## src/rtl/disp_pkg.sv

```systemverilog
// Shared constants, field layout and glyph table for the multiplexed
// 8-digit seven-segment scanner.
package disp_pkg;

  localparam int NUM_DIGITS = 8;
  localparam int FW         = 6;
  localparam int BUS_W      = NUM_DIGITS * FW;

  localparam int EN_BIT  = 5;
  localparam int HEX_LSB = 1;
  localparam int DP_BIT  = 0;

  typedef struct packed {
    logic       en;
    logic [3:0] hex;
    logic       dp;
  } field_t;

  // segments a..g, active-low, entry 15 first
  localparam logic [15:0][6:0] GLYPH = {
    7'b0111000, 7'b0110000, 7'b1000010, 7'b0110001,
    7'b1100000, 7'b0001000, 7'b0000100, 7'b0000000,
    7'b0001111, 7'b0100000, 7'b0100100, 7'b1001100,
    7'b0000110, 7'b0010010, 7'b1001111, 7'b0000001
  };

  function automatic field_t field_at(
    input logic [BUS_W-1:0] w,
    input logic [2:0]       i
  );
    logic [FW-1:0] f;
    f = w[i*FW +: FW];
    return '{en:  f[EN_BIT],
             hex: f[HEX_LSB +: 4],
             dp:  f[DP_BIT]};
  endfunction

endpackage

```

## src/rtl/disp_scan_if.sv

```systemverilog
// Load/digit bus and display pins of the scanner.
interface disp_scan_if;
  import disp_pkg::*;

  logic             load;
  logic [BUS_W-1:0] digits;
  logic [7:0]       an;
  logic [7:0]       dec_ddp;
  logic             frame;

  modport master (
    output load, digits,
    input  an, dec_ddp, frame
  );

  modport slave (
    input  load, digits,
    output an, dec_ddp, frame
  );
endinterface

```

## src/rtl/seg7_dec.sv

```systemverilog
// Hex-to-seven-segment glyph decode, active-low, dp in bit 0.
module seg7_dec
  import disp_pkg::*;
(
  input  logic [3:0] hex,
  input  logic       dp,
  output logic [7:0] seg
);

  assign seg = {GLYPH[hex], ~dp};

endmodule

```

## src/rtl/disp_scan.sv

```systemverilog
// Time-multiplexed 8-digit scanner with a shadow buffer that is
// swapped into the active buffer only at frame boundaries.
module disp_scan
  import disp_pkg::*;
#(
  parameter int DIV   = 100000,
  parameter int BLANK = 1
) (
  input  logic      clock,
  input  logic      reset,
  disp_scan_if.slave bus
);

  localparam int PW = (DIV > 1) ? $clog2(DIV) : 1;

  logic [PW-1:0]    pcnt, pcnt_n;
  logic [2:0]       idx, idx_n;
  logic             pending;
  logic [BUS_W-1:0] shadow, active, act_n;
  logic             tick, wrap, xfer, dark;
  field_t           fld;
  logic [7:0]       seg;

  assign tick   = (pcnt == PW'(DIV - 1));
  assign wrap   = tick && (idx == 3'd7);
  assign xfer   = wrap && pending;
  assign pcnt_n = tick ? '0 : pcnt + 1'b1;
  assign idx_n  = idx + 3'(tick);
  assign act_n  = xfer ? shadow : active;

  // outputs look at the slot being entered, so decode the next state
  assign fld  = field_at(act_n, idx_n);
  assign dark = (32'(pcnt_n) < 32'(BLANK)) || !fld.en;

  seg7_dec u_dec (
    .hex (fld.hex),
    .dp  (fld.dp),
    .seg (seg)
  );

  always_ff @(posedge clock) begin
    if (reset) begin
      pcnt        <= '0;
      idx         <= '0;
      pending     <= 1'b0;
      shadow      <= '0;
      active      <= '0;
      bus.an      <= 8'hFF;
      bus.dec_ddp <= 8'hFF;
      bus.frame   <= 1'b0;
    end else begin
      pcnt   <= pcnt_n;
      idx    <= idx_n;
      active <= act_n;
      if (bus.load) begin
        shadow  <= bus.digits;
        pending <= 1'b1;
      end else if (xfer) begin
        pending <= 1'b0;
      end
      bus.frame <= wrap;
      if (dark) begin
        bus.an      <= 8'hFF;
        bus.dec_ddp <= 8'hFF;
      end else begin
        bus.an      <= ~(8'b1 << idx_n);
        bus.dec_ddp <= seg;
      end
    end
  end

endmodule

```

## src/flat_wrapper.sv

```systemverilog
// flat-port wrapper written by rule: the top's interface ports become plain ports
module disp_scan_flat import disp_pkg::*;
#(
  parameter int DIV   = 100000,
  parameter int BLANK = 1
)
  (clock, reset, bus_load, bus_digits, bus_an, bus_dec_ddp, bus_frame);
  disp_scan_if bus_i ();
  input  logic clock;
  input  logic reset;
  input wire logic [$bits(bus_i.load)-1:0] bus_load;
  input wire logic [$bits(bus_i.digits)-1:0] bus_digits;
  output wire logic [$bits(bus_i.an)-1:0] bus_an;
  output wire logic [$bits(bus_i.dec_ddp)-1:0] bus_dec_ddp;
  output wire logic [$bits(bus_i.frame)-1:0] bus_frame;
  assign bus_i.load = bus_load;
  assign bus_i.digits = bus_digits;
  assign bus_an = bus_i.an;
  assign bus_dec_ddp = bus_i.dec_ddp;
  assign bus_frame = bus_i.frame;
  disp_scan #(.DIV(DIV), .BLANK(BLANK)) u_core (.clock(clock), .reset(reset), .bus(bus_i));
endmodule
```

## config.mk

```make
export PLATFORM = sky130hd
export DESIGN_NAME = disp_scan_flat
export DESIGN_NICKNAME = d
export VERILOG_FILES = /design/src/rtl/disp_pkg.sv /design/src/rtl/disp_scan_if.sv /design/src/rtl/seg7_dec.sv /design/src/rtl/disp_scan.sv /design/src/flat_wrapper.sv
export SDC_FILE = /design/constraint.sdc
export NUM_CORES = 1
export LEC_CHECK = 0
export CORE_MARGIN = 2
export CORE_UTILIZATION = 30
export DETAILED_ROUTE_END_ITERATION = 10
export GPL_TIMING_DRIVEN = 1
export MAX_ROUTING_LAYER = met4
export PLACE_DENSITY_LB_ADDON = 0.15
export SLEW_MARGIN = 20
export SYNTH_ARGS = -nofsm -noshare
export SYNTH_HDL_FRONTEND = slang
export SYNTH_SLANG_ARGS = --single-unit
```

## constraint.sdc

```tcl
create_clock -name clock -period 12.26 [get_ports clock]
set_input_delay 1.839 -clock clock [delete_from_list [all_inputs] [get_ports clock]]
set_output_delay 1.839 -clock clock [all_outputs]
set_load 0.01 [all_outputs]
```

==> impl_metrics.json, run 1 <==
{
  "setup_slack_ns": 7.51,
  "ff2ff_setup_slack_ns": 7.51,
  "synthesis.instances": 613,
  "ys_top_cells_by_area": "sky130_fd_sc_hd__dfxtp_1 (45%), sky130_fd_sc_hd__mux2i_1 (11%), sky130_fd_sc_hd__nand2_1 (5.7%)",
  "clk_path_buf_depth": 2,
  "timing.final.crit_share": 0.387,
  "number_of_h_tree_levels": 4,
  "first_global_vias": 4250,
  "layout.core_utilization": 0.380,
  "synth-warning-count": 0,
  "route.detailed.drc": 0,
  "hold_path.class": "reg -> reg",
  "grt_first_pass_wirelength_um": 22100,
  "cts_tree": "built",
  "dp.final_hpwl_um": 9240,
  "top_level_ports": 68,
  "portBuffers": 67,
  "synthDominantCellAreaShare": 0.455,
  "dr.first_iter.drc_count": 239,
  "antenna_cells_inserted": 0,
  "worstSkewPairLatency_ns": 0.42,
  "detail_route.vias_per_cell": 4.75,
  "slew_at_the_pin_with_the_worst_max_slew_slack_ns": 0.882,
  "post-synth-top-count-cell": "sky130_fd_sc_hd__dfxtp_1",
  "postRouteWirelength_um": 13700,
  "cp-start-kind": "register",
  "clock-skew-final_ns": 0.00841,
  "timing.critical_path.slowest_stage_cell": "sky130_fd_sc_hd__mux4_1",
  "overflow": 0,
  "groute.usage.overall": 0.141,
  "placed_cells": 905,
  "cell_type_contributing_the_most_total_cell_area_after_synthesis": "sky130_fd_sc_hd__dfxtp_1",
  "area_delta_synth_final_pct": 25.1,
  "synth_compound_area_frac": 0.0861,
  "worstPathCellList": "ha_1 > and4_1 > and3_1 > ha_1 > ha_1 > buf_4 > mux4_1 > a22o_1 > a221oi_2 > inv_1 > ha_1 > nand3_1 > mux2i_1 > a2111o_1",
  "multi_input_area_mm2": 0.00297,
  "synth.mux.area_fraction": 0.187,
  "critical_path_required_ns": 12.55,
  "cp_endpoint_kind": "register",
  "yosys.area_share.adder": 0.0170,
  "number_of_synthesized_register_bits": 134,
  "detailroute.via_count": 4450,
  "fmaxAchievable_mhz": 211,
  "synth.cell_area_mm2": 0.00590,
  "cts_hold_buf": 0,
  "cp.arrival_ns": 5.04,
  "post_drt_wl_per_cell_um": 14.6,
  "power_per_cell_area_mw_per_mm2": 145,
  "grt_max_degree": 106,
  "synth_nets": 672,
  "synth_commonest_cells": "sky130_fd_sc_hd__dfxtp_1 (134), sky130_fd_sc_hd__nand2_1 (89), sky130_fd_sc_hd__nor2_1 (88)",
  "finalWorstPathRequiredPeriod_ns": 4.75,
  "sequential_cell_area_mm2": 0.00268,
  "die_area_mm2": 0.0208,
  "drtAntennaViolNets": 0,
  "detailed_router_iteration_count_before_antenna_repair": 4,
  "gp_routability_congestion": 0.814,
  "ys_types": 61,
  "final-hold-violation-count": 0,
  "crit_top_cell": "sky130_fd_sc_hd__ha_1",
  "dieHeight_um": 144,
  "setup_viol": 0,
  "fp.dieW_um": 144,
  "finalSetupTns_ns": 0,
  "n_fill_cell": 1966,
  "clkTransAtPathRegs_ns": 0.06,
  "final_cell_count_no_fill": 936,
  "ys.flop_type": "sky130_fd_sc_hd__dfxtp_1",
  "rsz0062_at_grt": "no",
  "synth_simple_gate_area_share": 0.182,
  "core_area_mm2": 0.0194,
  "post_synth_xor_area_fraction": 0.0312,
  "max-cap-violations": 0,
  "outcome": "finished clean",
  "timing.setup.critical_path_class": "reg -> reg",
  "syn_avg_cell_area_um2": 9.62,
  "floorplan.initialDensity": 0.304,
  "leakagePower_nw": 2.89,
  "cts.repair.resized": 0,
  "numCtsBuffers": 17,
  "main_combinational_cell_family_by_area_after_synthesis": "multiplexers",
  "placement.setup.worst_slack_ns": 7.54,
  "synth_async_sr_flop_share": 0,
  "root_buffer": "sky130_fd_sc_hd__clkbuf_16",
  "ir_worst_vdd_mv": 0.0816,
  "cts_post_setup_buffers_inserted": 0,
  "drive_above_1_share": 0.0909,
  "final_max_slew_viol_count": 0,
  "critPathMaxStageDelay_ns": 0.60,
  "critPathMaxFanout": 22,
  "fin_nets": 718,
  "grt_antenna_before_repair": 0,
  "row_count": 51,
  "finalHoldWorstSlack_ns": 0.449,
  "cts.sinks": 134,
  "synth.yosys.seq_area_share": 0.455,
  "synth_edf_count": 0,
  "timing.max_slew.rel_slack": 0.408
}
state kept, by name, summed over array words and instances, names as in the netlist:
register,count
u_core.active,48
u_core.bus.an,8
u_core.bus.dec_ddp,8
u_core.bus.frame,1
u_core.idx,3
u_core.pcnt,17
u_core.pending,1
u_core.shadow,48
worst paths after layout:
check | from | endpoint | cells past startpoint
hold reg to reg | u_core.active[11]$_SDFF_PP0_ | u_core.active[11]$_SDFF_PP0_ | 2
hold / removal | u_core.active[11]$_SDFF_PP0_ | u_core.active[11]$_SDFF_PP0_ | 2
setup reg to reg | u_core.pcnt[0]$_SDFF_PP0_ | u_core.bus.dec_ddp[7]$_SDFF_PP1_ | 14
setup / recovery | u_core.pcnt[0]$_SDFF_PP0_ | u_core.bus.dec_ddp[7]$_SDFF_PP1_ | 14
cell type report:
class,count,share of cell area
Clock buffer,18,0.0582
Clock inverter,13,0.0312
Inverter,9,0.00458
Multi-Input combinational cell,426,0.403
Sequential cell,134,0.364
Tap cell,265,0.0450
Timing Repair Buffer,71,0.0945
through the flow:
stage	cell area, um^2	power, mW
detailed placement	6710	0.512
CTS	7370	1.09
floorplan	5900	0.487
finish	7380	1.07
global placement	6710	0.511
global route	7380	1.11
routing by layer:
layer,share of wire,track usage,wire length (um),vias to the layer above
li1,-,-,-,2237
met2,0.47,0.220,6360,68
met4,0.015,0.0506,201,0
met1,0.49,0.182,6670,2129
met5,0,-,0,-
met3,0.032,0.0305,438,16
placed cells by master, fill, tap and decap left out, drive strengths merged, types with 3 or more instances in the layout:
cell type	instances
clkinv	4
xor2	10
bufinv	6
ha	8
clkinvlp	3
and2	4
nand2	90
nor2	88
buf	6
a211oi	3
dfxtp	134
clkbuf	18
nand3	11
inv	9
xnor2	11
a211o	4
mux2i	65
nand4	6
a22oi	6
or3	8
a311oi	3
mux4	18
and3	6
clkdlybuf4s50	65
a21oi	43
nor4	3
nor3	5
report_power, final:
part	switching, mW	internal, mW
Combinational	0.0200	0.0265
Clock	0.189	0.380
Sequential	0.00903	0.446
critical path, delay by kind of cell, from the launching register on:
family                   cells  cell delay [ns]
AND/OR/NAND/NOR              3             0.63
AO/OA/AOI/OAI                3             1.14
adder cells (fa/ha/maj)      4             1.25
buffers and inverters        2             0.56
multiplexers                 2             0.69
flip-flops                   1             0.33
kinds of logic (layout without fill, tap and decap cells):
kind of cell,count (synthesis),after routing
and+or+nand+nor,235,235
adders and majority gates,8,8
muxes,85,85
DFF,134,134
buffers and inverters,53,111
AOI/OAI and AO/OA,77,77
xor gates and xnor gates,21,21
Power figures use the tool's default switching activity.
==> run 2, diff against run 1 <==
- clock period: 12.26 -> 4.2 ns (I/O delays scaled with it)
==> run 2 against run 1 <==
Global-route usage is 0.49 points higher; routed wire length up 2.7%; combinational power rose to 2.9 times the previous value; non-clock buffer count grew 11; first-iteration DRC count is 2.5% lower; largest cell class unchanged.
==> impl_metrics.json, run 2 (same netlist as run 1, synthesis figures left out) <==
{
  "outcome": "finished clean",
  "detailed_router_iteration_count_before_antenna_repair": 4,
  "cts.sinks": 134,
  "groute.usage.overall": 0.146,
  "root_buffer": "sky130_fd_sc_hd__clkbuf_16",
  "placed_cells": 916,
  "timing.max_slew.rel_slack": 0.267,
  "worstPathCellList": "ha_1 > and4_1 > and3_1 > ha_1 > ha_1 > buf_6 > mux4_2 > a22oi_1 > nand2_1 > inv_1 > ha_1 > mux2_2 > a211o_1",
  "critical_path_cell_count": 13,
  "power_per_cell_area_mw_per_mm2": 388,
  "grt_antenna_before_repair": 0,
  "portBuffers": 67,
  "clk_path_buf_depth": 2,
  "area_delta_synth_final_pct": 24.9,
  "number_of_h_tree_levels": 4,
  "drtAntennaViolNets": 0,
  "dp.final_hpwl_um": 9840,
  "cts_tree": "built",
  "crit_top_cell": "sky130_fd_sc_hd__ha_1",
  "critPathMaxStageDelay_ns": 0.53,
  "critical_path_required_ns": 4.49,
  "timing.final.crit_share": 0.944,
  "finalWorstPathRequiredPeriod_ns": 3.96,
  "clkTransAtPathRegs_ns": 0.06,
  "fp.dieW_um": 144,
  "timing.critical_path.slowest_stage_cell": "sky130_fd_sc_hd__mux4_2",
  "postRouteWirelength_um": 14000,
  "timing.hold.worst_path_depth": 2,
  "detailroute.via_count": 4504,
  "setup_viol": 0,
  "timing.setup.critical_path_class": "reg -> reg",
  "cp-start-kind": "register",
  "final_cell_mix": "sky130_fd_sc_hd__dfxtp_1 (134), sky130_fd_sc_hd__nand2_1 (89), sky130_fd_sc_hd__nor2_1 (87)",
  "floorplan.initialDensity": 0.304,
  "max-cap-violations": 0,
  "rsz0062_at_grt": "no",
  "grt_max_degree": 104,
  "worstRegToRegCells": 13,
  "drive_above_1_share": 0.105,
  "detail_route.vias_per_cell": 4.75,
  "final_max_slew_viol_count": 0,
  "n_fill_cell": 1977,
  "grt_first_pass_wirelength_um": 22900,
  "gp_routability_congestion": 0.872,
  "hold_path.class": "in -> reg",
  "clock-skew-final_ns": 0.0295,
  "fmaxAchievable_mhz": 252,
  "antenna_cells_inserted": 0,
  "sequential_cell_area_mm2": 0.00268,
  "cts_hold_buf": 0,
  "post_drt_wl_per_cell_um": 14.8,
  "numCtsBuffers": 17,
  "layout.cells.most_common": "sky130_fd_sc_hd__dfxtp_1",
  "ir_worst_vdd_mv": 0.259,
  "first_global_vias": 4457,
  "setup_slack_ns": 0.235,
  "placement.setup.worst_slack_ns": 0.203,
  "timing.critical_path.from": "u_core.pcnt[0]$_SDFF_PP0_",
  "r2r_start": "u_core.pcnt[0]$_SDFF_PP0_",
  "worstSkewPairLatency_ns": 0.43,
  "leakagePower_nw": 2.88,
  "timing.critical_path.max_delay_family": "adder cells",
  "dr.first_iter.drc_count": 233,
  "top_level_ports": 68,
  "multi_input_area_mm2": 0.00298,
  "layout_top_registers": "u_core.active x48, u_core.shadow x48, u_core.pcnt x17",
  "die_area_mm2": 0.0208,
  "dieHeight_um": 144,
  "final_cell_count_no_fill": 948,
  "row_count": 51,
  "overflow": 0,
  "count_of_buffer_and_inverter_cells_on_the_critical_path": 2,
  "route.detailed.drc": 0,
  "finalSetupTns_ns": 0,
  "critPathMaxFanout": 22,
  "final-hold-violation-count": 0,
  "fin_nets": 729,
  "cp.arrival_ns": 4.25,
  "core_area_mm2": 0.0194,
  "cp_endpoint_kind": "register",
  "slew_at_the_pin_with_the_worst_max_slew_slack_ns": 1.10,
  "hold_start": "reset"
}
-- run 2: cell count changes in the layout (fill, tap and decap cells not counted), sizes merged --
| cell | change |
|---|---|
| buf | +11 |
| bufinv | -5 |
| clkinvlp | +3 |
| inv | +3 |
-- run 2: power by group --
part,internal (mW),switching [mW]
Combinational,0.0772,0.0578
Clock,0.817,0.575
Sequential,1.30,0.0273
-- run 2: timing repair --
item / 4_1_cts / 5_1_grt
buffers inserted: 0 / 0
endpoints found under the setup margin: 0 / 2
resized for setup: 0 / 2
hold endpoints to repair: 0 / 0
-- run 2: metal layers --
metal | vias to the layer above | part of all wire | wire [um] | GRT usage
met5 | - | 0 | 0 | -
met4 | 0 | 0.0093 | 131 | 0.0557
met3 | 8 | 0.030 | 415 | 0.0291
met2 | 75 | 0.48 | 6740 | 0.233
met1 | 2169 | 0.48 | 6760 | 0.185
li1 | 2252 | - | - | -
-- run 2: layout make-up --
| type | instances | area share |
|---|---|---|
| inverters | 9 | 0.00459 |
| repair buffers | 82 | 0.106 |
| clock buffers | 18 | 0.0583 |
| well taps | 265 | 0.0450 |
| flip-flops and latches | 134 | 0.364 |
| multi-input cells | 426 | 0.405 |
| clock inverters | 14 | 0.0175 |
-- run 2: worst paths after layout --
path	end	slack (ns)
setup / recovery	u_core.bus.dec_ddp[6]$_SDFF_PP1_	0.24
setup reg to reg	u_core.bus.dec_ddp[6]$_SDFF_PP1_	0.24
hold reg to reg	u_core.active[2]$_SDFF_PP0_	0.45
hold / removal	u_core.shadow[27]$_SDFFE_PP0P_	0.41
-- run 2: through the flow --
stage	instance area (um^2)	hold slack [ns]	power [mW]	util
after floorplan	5900	0.427	1.42	-
after global placement	6790	0.434	1.49	0.350
after detailed placement	6790	0.444	1.49	0.350
after CTS	7350	0.404	2.90	0.379
after global routing	7360	0.408	2.97	0.380
final	7360	0.407	2.86	0.380
-- run 2: worst reg2reg max path, stage by stage (launching register included) --
cell and delay (ns):
sky130_fd_sc_hd__dfxtp_1 0.33, sky130_fd_sc_hd__ha_1 0.26, sky130_fd_sc_hd__and4_1 0.24, sky130_fd_sc_hd__and3_1 0.20
sky130_fd_sc_hd__ha_1 0.21, sky130_fd_sc_hd__ha_1 0.42, sky130_fd_sc_hd__buf_6 0.27, sky130_fd_sc_hd__mux4_2 0.54
sky130_fd_sc_hd__a22oi_1 0.21, sky130_fd_sc_hd__nand2_1 0.21, sky130_fd_sc_hd__inv_1 0.14, sky130_fd_sc_hd__ha_1 0.25
sky130_fd_sc_hd__mux2_2 0.28, sky130_fd_sc_hd__a211o_1 0.29
==> run 3, diff against run 2 <==
- clock period: 4.2 -> 4 ns (I/O delays scaled with it)
==> run 3 against run 2 <==
Combinational power up 4%; count of clock-buffer cells in the layout down 1; clock power up 10%; first-iteration DRC count down 12%; routed wire length down 0.89%; design area up 0.76%; sequential share of layout area down 0.28 points; critical path type unchanged; maximum frequency up 4.0%; register-to-register slack worse by 0.05 ns; non-clock buffer count up 4; sequential cell count unchanged; cell count up 0.42%.
==> impl_metrics.json, run 3 (same netlist as run 1, synthesis figures left out) <==
{
  "cp_endpoint_kind": "register",
  "area_delta_synth_final_pct": 25.8,
  "dp.final_hpwl_um": 9840,
  "drtAntennaViolNets": 0,
  "root_buffer": "sky130_fd_sc_hd__clkbuf_16",
  "power_per_cell_area_mw_per_mm2": 413,
  "first_global_vias": 4309,
  "detailed_router_iteration_count_before_antenna_repair": 4,
  "postRouteWirelength_um": 13900,
  "grt_max_degree": 96,
  "rsz0062_at_grt": "no",
  "finalWorstPathRequiredPeriod_ns": 3.81,
  "cp-start-kind": "register",
  "setup_viol": 0,
  "top_level_ports": 68,
  "die_area_mm2": 0.0208,
  "outcome": "finished clean",
  "max-cap-violations": 0,
  "timing.final.crit_share": 0.953,
  "layout_top_registers": "u_core.active x48, u_core.shadow x48, u_core.pcnt x17",
  "r2r_start": "u_core.pcnt[0]$_SDFF_PP0_",
  "post_drt_wl_per_cell_um": 14.6,
  "setup_slack_ns": 0.187,
  "cts.sinks": 134,
  "dr.first_iter.drc_count": 206,
  "critical_path_required_ns": 4.31,
  "layout.cells.most_common": "sky130_fd_sc_hd__dfxtp_1",
  "portBuffers": 67,
  "ir_worst_vdd_mv": 0.286,
  "finalSetupTns_ns": 0,
  "fp.dieW_um": 144,
  "cp.arrival_ns": 4.12,
  "worst_r2r_endpoint": "u_core.bus.dec_ddp[6]$_SDFF_PP1_",
  "detail_route.vias_per_cell": 4.76,
  "clkTransAtPathRegs_ns": 0.06,
  "p_total_mw": 3.06,
  "whs_endpoint": "u_core.active[38]$_SDFF_PP0_",
  "clock-skew-final_ns": 0.00994,
  "numCtsBuffers": 17,
  "leakagePower_nw": 2.92,
  "sequential_cell_area_mm2": 0.00268,
  "number_of_h_tree_levels": 4,
  "final_cell_mix": "sky130_fd_sc_hd__dfxtp_1 (134), sky130_fd_sc_hd__nand2_1 (89), sky130_fd_sc_hd__nor2_1 (86)",
  "critPathMaxFanout": 5,
  "worstSkewPairLatency_ns": 0.42,
  "hold_start": "u_core.active[38]$_SDFF_PP0_",
  "timing.hold.worst_path_depth": 2,
  "timing.setup.critical_path_class": "reg -> reg",
  "floorplan.initialDensity": 0.304,
  "drive_above_1_share": 0.115,
  "n_fill_cell": 1990,
  "antenna_cells_inserted": 0,
  "overflow": 0,
  "row_count": 51,
  "final-hold-violation-count": 0,
  "dieHeight_um": 144,
  "final_max_slew_viol_count": 0,
  "multi_input_area_mm2": 0.00298,
  "detailroute.via_count": 4528,
  "fin_nets": 733,
  "groute.usage.overall": 0.142,
  "timing.max_slew.rel_slack": 0.320,
  "hold_path.class": "reg -> reg",
  "cts_tree": "built",
  "route.detailed.drc": 0,
  "core_area_mm2": 0.0194,
  "clk_path_buf_depth": 2,
  "grt_first_pass_wirelength_um": 22100,
  "ff2ff_setup_slack_ns": 0.19,
  "slew_at_the_pin_with_the_worst_max_slew_slack_ns": 1.02,
  "gp_routability_congestion": 0.860,
  "fmaxAchievable_mhz": 262,
  "worstRegToRegCells": 12,
  "placement.setup.worst_slack_ns": 0.0732,
  "grt_antenna_before_repair": 0
}
==> run 3: routing by layer <==
layer,up-vias,part of all wire,global-route usage
li1,2264,-,-
met1,2154,0.49,0.182
met2,97,0.46,0.219
met3,13,0.042,0.0371
met4,0,0.015,0.0485
met5,-,0,-
==> run 3: worst max-delay path by stage <==
stage | startpoint | end | slack (ns) | depth (start not counted)
5_1_grt | u_core.pcnt[0]$_SDFF_PP0_ | u_core.bus.dec_ddp[7]$_SDFF_PP1_ | 0.003 | 13
2_1_floorplan | u_core.pcnt[0]$_SDFF_PP0_ | u_core.bus.dec_ddp[7]$_SDFF_PP1_ | 0.13 | 15
6_report | u_core.pcnt[0]$_SDFF_PP0_ | u_core.bus.dec_ddp[6]$_SDFF_PP1_ | 0.19 | 12
4_1_cts | u_core.pcnt[0]$_SDFF_PP0_ | u_core.bus.dec_ddp[7]$_SDFF_PP1_ | 0.04 | 13
3_3_place_gp | u_core.pcnt[0]$_SDFF_PP0_ | u_core.bus.dec_ddp[7]$_SDFF_PP1_ | 0.22 | 13
3_5_place_dp | u_core.pcnt[0]$_SDFF_PP0_ | u_core.bus.dec_ddp[7]$_SDFF_PP1_ | 0.07 | 13
==> run 3: per-stage QoR <==
stage | instances | utilization | instance area, um^2 | hold WS, ns
6_report | 952 | 0.383 | 7420 | 0.449
5_1_grt | 952 | 0.383 | 7420 | 0.460
4_1_cts | 950 | 0.381 | 7390 | 0.439
3_5_place_dp | 918 | 0.351 | 6810 | 0.441
3_3_place_gp | 918 | 0.351 | 6810 | 0.435
2_1_floorplan | 613 | - | 5900 | 0.427
==> run 3: repair_timing <==
item / CTS / global route
resized for setup: 0 / 4
hold buffers: 0 / 0
buffers inserted: 0 / 2
endpoints found under the setup margin: 0 / 5
hold endpoints to repair: 0 / 0
==> run 3: layout make-up <==
type,count,share of cell area
Timing Repair Buffer,86,0.109
Tap cell,265,0.0447
Inverter,9,0.00455
Sequential cell,134,0.361
Clock inverter,15,0.0207
Clock buffer,17,0.0573
Multi-Input combinational cell,426,0.402
==> run 3: report_power, final <==
group	total [mW]	internal [mW]	leakage [nW]	switching (mW)
combinational	0.140	0.0809	1.55	0.0594
sequential	1.39	1.37	1.09	0.0272
clock	1.53	0.918	0.276	0.609
total	3.06	2.37	2.92	0.696
==> run 3: worst max-delay path, stage by stage (launching register included) <==
cell,delay [ns]
sky130_fd_sc_hd__dfxtp_1,0.33
sky130_fd_sc_hd__ha_1,0.26
sky130_fd_sc_hd__and4_1,0.24
sky130_fd_sc_hd__and3_1,0.19
sky130_fd_sc_hd__ha_1,0.20
sky130_fd_sc_hd__ha_2,0.42
sky130_fd_sc_hd__mux4_1,0.58
sky130_fd_sc_hd__a22o_1,0.25
sky130_fd_sc_hd__a221oi_4,0.26
sky130_fd_sc_hd__buf_4,0.17
sky130_fd_sc_hd__ha_1,0.24
sky130_fd_sc_hd__mux2_2,0.27
sky130_fd_sc_hd__a211o_1,0.29
